$ cat src/rtl/mips_pkg.sv
// mips_pkg: opcode, forward-select and nop constants shared by the MIPS pipeline stages.
package mips_pkg;
    localparam logic [5:0]  OP_BEQ  = 6'b000100;
    localparam logic [5:0]  OP_BNE  = 6'b000101;
    localparam logic [1:0]  FWD_RF  = 2'b00;
    localparam logic [1:0]  FWD_WB  = 2'b01;
    localparam logic [1:0]  FWD_MEM = 2'b10;
    localparam logic [31:0] NOP     = 32'h0;

    // A producer writing $0 never creates a dependency.
    function automatic logic reg_hit(logic [4:0] rd, logic [4:0] rs, logic [4:0] rt);
        return rd != 5'd0 && (rd == rs || rd == rt);
    endfunction
endpackage

$ cat src/rtl/id_branch_stage_if.sv
// id_branch_stage_if: pipeline-side signals of the ID branch/hazard stage.
interface id_branch_stage_if #(
    parameter int DW    = 32,
    parameter int CNT_W = 32
);
    logic [DW-1:0]    instr_if, pcplus4_if, rd1_id, rd2_id, alu_out_mem, result_wb;
    logic [1:0]       forwarda, forwardb;
    logic             RegWriteEX, MemReadEX, MemReadMEM;
    logic [4:0]       writeregEX, writeregMEM;
    logic [DW-1:0]    instr_id, pcplus4_id, branch_target;
    logic             beqID, bneID, pc_write, ifid_write, idex_bubble, pcsrc;
    logic [CNT_W-1:0] stall_cnt, flush_cnt;

    modport master (
        output instr_if, pcplus4_if, rd1_id, rd2_id, alu_out_mem, result_wb,
               forwarda, forwardb, RegWriteEX, MemReadEX, MemReadMEM, writeregEX, writeregMEM,
        input  instr_id, pcplus4_id, branch_target, beqID, bneID, pc_write, ifid_write,
               idex_bubble, pcsrc, stall_cnt, flush_cnt
    );

    modport slave (
        input  instr_if, pcplus4_if, rd1_id, rd2_id, alu_out_mem, result_wb,
               forwarda, forwardb, RegWriteEX, MemReadEX, MemReadMEM, writeregEX, writeregMEM,
        output instr_id, pcplus4_id, branch_target, beqID, bneID, pc_write, ifid_write,
               idex_bubble, pcsrc, stall_cnt, flush_cnt
    );
endinterface

$ cat src/rtl/id_branch_stage_sat_counter.sv
// sat_counter: event counter that sticks at all-ones instead of wrapping.
module sat_counter #(
    parameter int CNT_W = 32
) (
    input  logic             clk,
    input  logic             reset,
    input  logic             inc,
    output logic [CNT_W-1:0] count
);
    logic [CNT_W-1:0] r_count;

    always_ff @(posedge clk) begin
        if (reset)
            r_count <= '0;
        else if (inc && r_count != '1)
            r_count <= r_count + CNT_W'(1);
    end

    assign count = r_count;
endmodule

$ cat src/rtl/id_branch_stage.sv
// id_branch_stage: IF/ID register, ID-stage beq/bne resolution and load-use/branch hazard control.
// A taken branch squashes its single delay slot; stalls and flushes are counted.
module id_branch_stage
    import mips_pkg::*;
#(
    parameter int DW    = 32,
    parameter int CNT_W = 32
) (
    input  logic             clk,
    input  logic             reset,
    id_branch_stage_if.slave bus
);
    logic [DW-1:0]    r_instr_id, r_pcplus4_id, w_op_a, w_op_b;
    logic [4:0]       w_rs, w_rt;
    logic [15:0]      w_imm;
    logic             w_beq, w_bne, w_br, w_taken;
    logic             w_loaduse, w_br_ex, w_br_mem, w_stall, w_pcsrc;
    logic [CNT_W-1:0] w_stall_cnt, w_flush_cnt;

    assign w_rs  = r_instr_id[25:21];
    assign w_rt  = r_instr_id[20:16];
    assign w_imm = r_instr_id[15:0];
    assign w_beq = r_instr_id[31:26] == OP_BEQ;
    assign w_bne = r_instr_id[31:26] == OP_BNE;
    assign w_br  = w_beq | w_bne;

    // Select 2'b11 is unused and falls back to the register file.
    assign w_op_a = bus.forwarda == FWD_WB  ? bus.result_wb :
                    bus.forwarda == FWD_MEM ? bus.alu_out_mem : bus.rd1_id;
    assign w_op_b = bus.forwardb == FWD_WB  ? bus.result_wb :
                    bus.forwardb == FWD_MEM ? bus.alu_out_mem : bus.rd2_id;
    assign w_taken = w_beq ? w_op_a == w_op_b : w_op_a != w_op_b;

    // A branch compares in ID, so it must also wait for ALU results in EX and loads in MEM.
    assign w_loaduse = bus.MemReadEX & reg_hit(bus.writeregEX, w_rs, w_rt);
    assign w_br_ex   = w_br & bus.RegWriteEX & reg_hit(bus.writeregEX, w_rs, w_rt);
    assign w_br_mem  = w_br & bus.MemReadMEM & reg_hit(bus.writeregMEM, w_rs, w_rt);
    assign w_stall   = w_loaduse | w_br_ex | w_br_mem;
    assign w_pcsrc   = w_br & w_taken & ~w_stall;

    always_ff @(posedge clk) begin
        if (reset) begin
            r_instr_id   <= NOP[DW-1:0];
            r_pcplus4_id <= '0;
        end else if (w_pcsrc) begin
            r_instr_id   <= NOP[DW-1:0];
            r_pcplus4_id <= bus.pcplus4_if;
        end else if (!w_stall) begin
            r_instr_id   <= bus.instr_if;
            r_pcplus4_id <= bus.pcplus4_if;
        end
    end

    sat_counter #(.CNT_W(CNT_W)) u_stall_cnt (
        .clk   (clk),
        .reset (reset),
        .inc   (w_stall),
        .count (w_stall_cnt)
    );

    sat_counter #(.CNT_W(CNT_W)) u_flush_cnt (
        .clk   (clk),
        .reset (reset),
        .inc   (w_pcsrc),
        .count (w_flush_cnt)
    );

    assign bus.instr_id      = r_instr_id;
    assign bus.pcplus4_id    = r_pcplus4_id;
    assign bus.beqID         = w_beq;
    assign bus.bneID         = w_bne;
    assign bus.pc_write      = ~w_stall;
    assign bus.ifid_write    = ~w_stall;
    assign bus.idex_bubble   = w_stall;
    assign bus.pcsrc         = w_pcsrc;
    assign bus.branch_target = r_pcplus4_id + {{(DW-18){w_imm[15]}}, w_imm, 2'b00};
    assign bus.stall_cnt     = w_stall_cnt;
    assign bus.flush_cnt     = w_flush_cnt;
endmodule

$ cat src/flat_wrapper.sv
// flat-port wrapper written by rule: the top's interface ports become plain ports
module id_branch_stage_flat import mips_pkg::*;
#(
    parameter int DW    = 32,
    parameter int CNT_W = 32
)
  (clk, reset, bus_instr_if, bus_pcplus4_if, bus_rd1_id, bus_rd2_id, bus_alu_out_mem, bus_result_wb, bus_forwarda, bus_forwardb, bus_RegWriteEX, bus_MemReadEX, bus_MemReadMEM, bus_writeregEX, bus_writeregMEM, bus_instr_id, bus_pcplus4_id, bus_branch_target, bus_beqID, bus_bneID, bus_pc_write, bus_ifid_write, bus_idex_bubble, bus_pcsrc, bus_stall_cnt, bus_flush_cnt);
  id_branch_stage_if #(.DW(DW), .CNT_W(CNT_W)) bus_i ();
  input  logic clk;
  input  logic reset;
  input wire logic [$bits(bus_i.instr_if)-1:0] bus_instr_if;
  input wire logic [$bits(bus_i.pcplus4_if)-1:0] bus_pcplus4_if;
  input wire logic [$bits(bus_i.rd1_id)-1:0] bus_rd1_id;
  input wire logic [$bits(bus_i.rd2_id)-1:0] bus_rd2_id;
  input wire logic [$bits(bus_i.alu_out_mem)-1:0] bus_alu_out_mem;
  input wire logic [$bits(bus_i.result_wb)-1:0] bus_result_wb;
  input wire logic [$bits(bus_i.forwarda)-1:0] bus_forwarda;
  input wire logic [$bits(bus_i.forwardb)-1:0] bus_forwardb;
  input wire logic [$bits(bus_i.RegWriteEX)-1:0] bus_RegWriteEX;
  input wire logic [$bits(bus_i.MemReadEX)-1:0] bus_MemReadEX;
  input wire logic [$bits(bus_i.MemReadMEM)-1:0] bus_MemReadMEM;
  input wire logic [$bits(bus_i.writeregEX)-1:0] bus_writeregEX;
  input wire logic [$bits(bus_i.writeregMEM)-1:0] bus_writeregMEM;
  output wire logic [$bits(bus_i.instr_id)-1:0] bus_instr_id;
  output wire logic [$bits(bus_i.pcplus4_id)-1:0] bus_pcplus4_id;
  output wire logic [$bits(bus_i.branch_target)-1:0] bus_branch_target;
  output wire logic [$bits(bus_i.beqID)-1:0] bus_beqID;
  output wire logic [$bits(bus_i.bneID)-1:0] bus_bneID;
  output wire logic [$bits(bus_i.pc_write)-1:0] bus_pc_write;
  output wire logic [$bits(bus_i.ifid_write)-1:0] bus_ifid_write;
  output wire logic [$bits(bus_i.idex_bubble)-1:0] bus_idex_bubble;
  output wire logic [$bits(bus_i.pcsrc)-1:0] bus_pcsrc;
  output wire logic [$bits(bus_i.stall_cnt)-1:0] bus_stall_cnt;
  output wire logic [$bits(bus_i.flush_cnt)-1:0] bus_flush_cnt;
  assign bus_i.instr_if = bus_instr_if;
  assign bus_i.pcplus4_if = bus_pcplus4_if;
  assign bus_i.rd1_id = bus_rd1_id;
  assign bus_i.rd2_id = bus_rd2_id;
  assign bus_i.alu_out_mem = bus_alu_out_mem;
  assign bus_i.result_wb = bus_result_wb;
  assign bus_i.forwarda = bus_forwarda;
  assign bus_i.forwardb = bus_forwardb;
  assign bus_i.RegWriteEX = bus_RegWriteEX;
  assign bus_i.MemReadEX = bus_MemReadEX;
  assign bus_i.MemReadMEM = bus_MemReadMEM;
  assign bus_i.writeregEX = bus_writeregEX;
  assign bus_i.writeregMEM = bus_writeregMEM;
  assign bus_instr_id = bus_i.instr_id;
  assign bus_pcplus4_id = bus_i.pcplus4_id;
  assign bus_branch_target = bus_i.branch_target;
  assign bus_beqID = bus_i.beqID;
  assign bus_bneID = bus_i.bneID;
  assign bus_pc_write = bus_i.pc_write;
  assign bus_ifid_write = bus_i.ifid_write;
  assign bus_idex_bubble = bus_i.idex_bubble;
  assign bus_pcsrc = bus_i.pcsrc;
  assign bus_stall_cnt = bus_i.stall_cnt;
  assign bus_flush_cnt = bus_i.flush_cnt;
  id_branch_stage #(.DW(DW), .CNT_W(CNT_W)) u_core (.clk(clk), .reset(reset), .bus(bus_i));
endmodule
$ cat config.mk
export PLATFORM = sky130hd
export DESIGN_NAME = id_branch_stage_flat
export DESIGN_NICKNAME = d
export VERILOG_FILES = /design/src/rtl/mips_pkg.sv /design/src/rtl/id_branch_stage_if.sv /design/src/rtl/id_branch_stage_sat_counter.sv /design/src/rtl/id_branch_stage.sv /design/src/flat_wrapper.sv
export SDC_FILE = /design/constraint.sdc
export NUM_CORES = 1
export LEC_CHECK = 0
export BUFFER_PORTS_ARGS = -buffer_cell sky130_fd_sc_hd__buf_2
export CORE_MARGIN = 1.5
export CORE_UTILIZATION = 30
export DETAILED_ROUTE_END_ITERATION = 7
export PLACE_DENSITY = 0.6
export SKIP_CTS_REPAIR_TIMING = 1
export SLEW_MARGIN = 15
export SYNTH_ARGS = -nofsm -noshare
export SYNTH_HDL_FRONTEND = slang
export SYNTH_SLANG_ARGS = --single-unit
$ cat constraint.sdc
create_clock -name clk -period 6.1 [get_ports clk]
set_input_delay 0.915 -clock clk [delete_from_list [all_inputs] [get_ports clk]]
set_output_delay 0.915 -clock clk [all_outputs]
set_load 0.02 [all_outputs]
==> impl_results.md <==
* Mux share of post-synthesis cell area at approximately 28%
* Register area at between 2000 and 3000 um2
* YS warnings at 0
* DP HPWL at 24.0 mm
* Max Freq at about 210 MHz
* TritonCTS clock tree: yes
* Synth Area in Simple Gates at between 15 and 20%
* Setup crit start kind: input port
* Vias in the first global route at approximately 8800
* Global-route wire length before repair at ~48 mm
* Peak supply drop at 187 uV
* Die Span X at 182 um
* Worst skew pair latency at roughly 430 ps
* Setup crit end kind: output port
* Cell area power density at approximately 210 nW/um2
* RSZ-0062 raised after global routing: no
* Synthesized Nets at between 1000 and 1500
* Tot GR Track Use at a little under a fifth
* Post-Route WL at just over 30 mm
* Cells on worst reg2reg path at 9
* Slew Viols, Final at 0
* Data required, critical path at 5180 ps
* Synth cell types at between 60 and 70
* Crit path max fanout at 30
* Vias per std cell at between 4 and 5
* Clock Tree Buf Depth at 2
* Port-buffer cells at approximately 380
* Synth top cells by count: mux2i_1 (255), nor2_1 (143), dfxtp_1 (128), xnor2_1 (108), a21oi_1 (45)
* Antenna violations before repair at 8
* Status: completed
* Number of clock sinks at ~130
* Static Leak at between 6 and 7 nW
* FF+latch count, synth at 128
* Multi-input gate area at roughly 6600 um2
* Met3 usage at 4.45%
* Root buf cell: clkbuf_16
* Core area at 31500 um2
* Grt met1 use at approximately a quarter
* Synth Cell Area at between 9000 and 10000 um2
* Setup CP Type: input port to output port
* H-tree depth at 4
* # rows at 65
* Initial Utilization at a little under a third
* I/O Pins at ~380
* Post-synth top area share at 26.8%
* Total CTS buffers at 17
* Vias at a little over 9000
* Cells after Synth at 1078
* Synth-to-Final Area Change at 29.1%
* Final-report hold violation count at 0
* Worst Skew at roughly 9.5 ps
* Area leader, netlist: dfxtp_1
* Routed len/inst at about 17 um
* Fillers at 3216
* CP arrival at between 3000 and 4000 ps
* Grt met2 use at between 30% and 40%
* Placer Congestion at between 0.9 and 1
* Proportion of layout cells with a drive suffix above 1 at 30.5%
* Synth top area cells: dfxtp_1 (27%), mux2i_1 (27%), xnor2_1 (9.9%)
* Tightest Pin Transition at 875 ps
* Rel. slew slack at between 40% and 50%
* Number of synthesized flops with an enable pin at 0
* Initial drt markers at between 400 and 500
* Die Y at around 180 um
* First drt pass iteration count at 5
* Setup TNS at 0 ps
* Main combinational cell family by area after synthesis: multiplexers
* Post-route ant nets at 0
* XOR/XNOR Fraction of Synth Area at between 10 and 15%
* Total Nets Final at 1667
* Asr flop ratio synth at 0%
* Register area share after synthesis at 26.8%
* # DRC at 0
* GR Overflow Total at 0
* Max cap viols at 0
* Cell with the most instances after synthesis: mux2i_1
* Largest net degree at the start of global routing at between 70 and 80
* Hold WS at 504 ps
* Worst Hold Depth at 2
* Period minus WS final at between 4000 and 5000 ps
* Adder-cell area share of the yosys netlist at 4.27%
* Worst-path clk slew at around 60 ps
* Top Usage Layer GRT: met2
* Post-synthesis compound-gate area fraction at 8.22%
* Total power at ~0.0026 W
* Die ar. at around 33000 um2
* Finish-stage setup viols at 0
* Final Cycle Share at between 70% and 80%
* Most used DFF post-synth: dfxtp_1
* Worst min-delay path class: flop to flop
* Synthesized area per cell at 8.87 um2
==> state kept, by name (all words and copies together), names as in the netlist <==
name / cells
u_core.u_stall_cnt.count: 32
u_core.bus.instr_id: 32
u_core.bus.pcplus4_id: 32
u_core.u_flush_cnt.count: 32
==> logic make-up after synthesis <==
group                    count (synthesis)
buffers and inverters                   75
multiplexers                           269
AND/OR/NAND/NOR                        333
AO/OA/AOI/OAI                          119
XOR/XNOR                               122
adder cells (fa/ha/maj)                 32
flip-flops                             128
==> final timing paths <==
| path | slack (ps) | from | to |
|---|---|---|---|
| hold / removal | 500 | u_core.u_stall_cnt.count[11] | u_core.u_stall_cnt.count[11] |
| setup / recovery | 1360 | bus_forwarda[1] | bus_pcsrc |
| hold reg to reg | 500 | u_core.u_stall_cnt.count[11] | u_core.u_stall_cnt.count[11] |
| setup reg to reg | 2560 | u_core.u_flush_cnt.count[18] | u_core.u_flush_cnt.count[13] |
==> final cells by class <==
class                   instances  share of cell area [%]
repair buffers                384                    15.9
clock inverters                13                    1.25
multi-input cells             875                    53.7
clock buffers                  19                    3.59
diodes                          6                   0.122
well taps                     402                    4.08
flip-flops and latches        128                    20.8
inverters                      18                   0.568
==> layer usage <==
metal,vias to the layer above,part of all wire (%)
met2,279,47
met1,4332,45
li1,4556,-
met5,-,0.068
met3,53,5.5
met4,4,2.6
==> per-stage QoR <==
stage                     setup WS, ps  std cells  util, %  instance area [um2]
final                             1360       1845     39.2                12300
after global placement            1400       1807     37.3                11700
after global routing              1080       1844     39.2                12300
after floorplan                   2100       1078        -                 9560
after detailed placement          1380       1807     37.3                11700
after CTS                         1380       1839     39.2                12300
==> worst max-delay path, cell delays in order <==
cell and delay [ps]:
buf_4 280, buf_4 490, mux2i_1 250, mux2i_1 100, xnor2_1 270, nand4_1 190
nor4_4 480, nand2_1 120, xnor2_1 210, nor3_1 270, buf_2 220
==> placed cells by master, fill, tap and decap left out, drive strengths merged, types with 10 or more instances in the layout <==
cell	instances
nand3	32
nand2	38
inv	23
nor2b	16
o21ai	20
nor4	13
ha	31
a21o	10
buf	384
xnor2	108
dfxtp	128
mux2	14
a21oi	45
nand4	27
nor2	143
nor3	18
mux2i	255
xor2	14
clkbuf	19
==> power breakdown <==
part           leakage [nW]  total [W]  switching [W]  internal (W)
logic                  4.95   0.000659       0.000375      0.000284
clock network         0.284    0.00106       0.000434      0.000622
registers              1.05   0.000899      0.0000344      0.000865
Power figures use the tool's default switching activity.
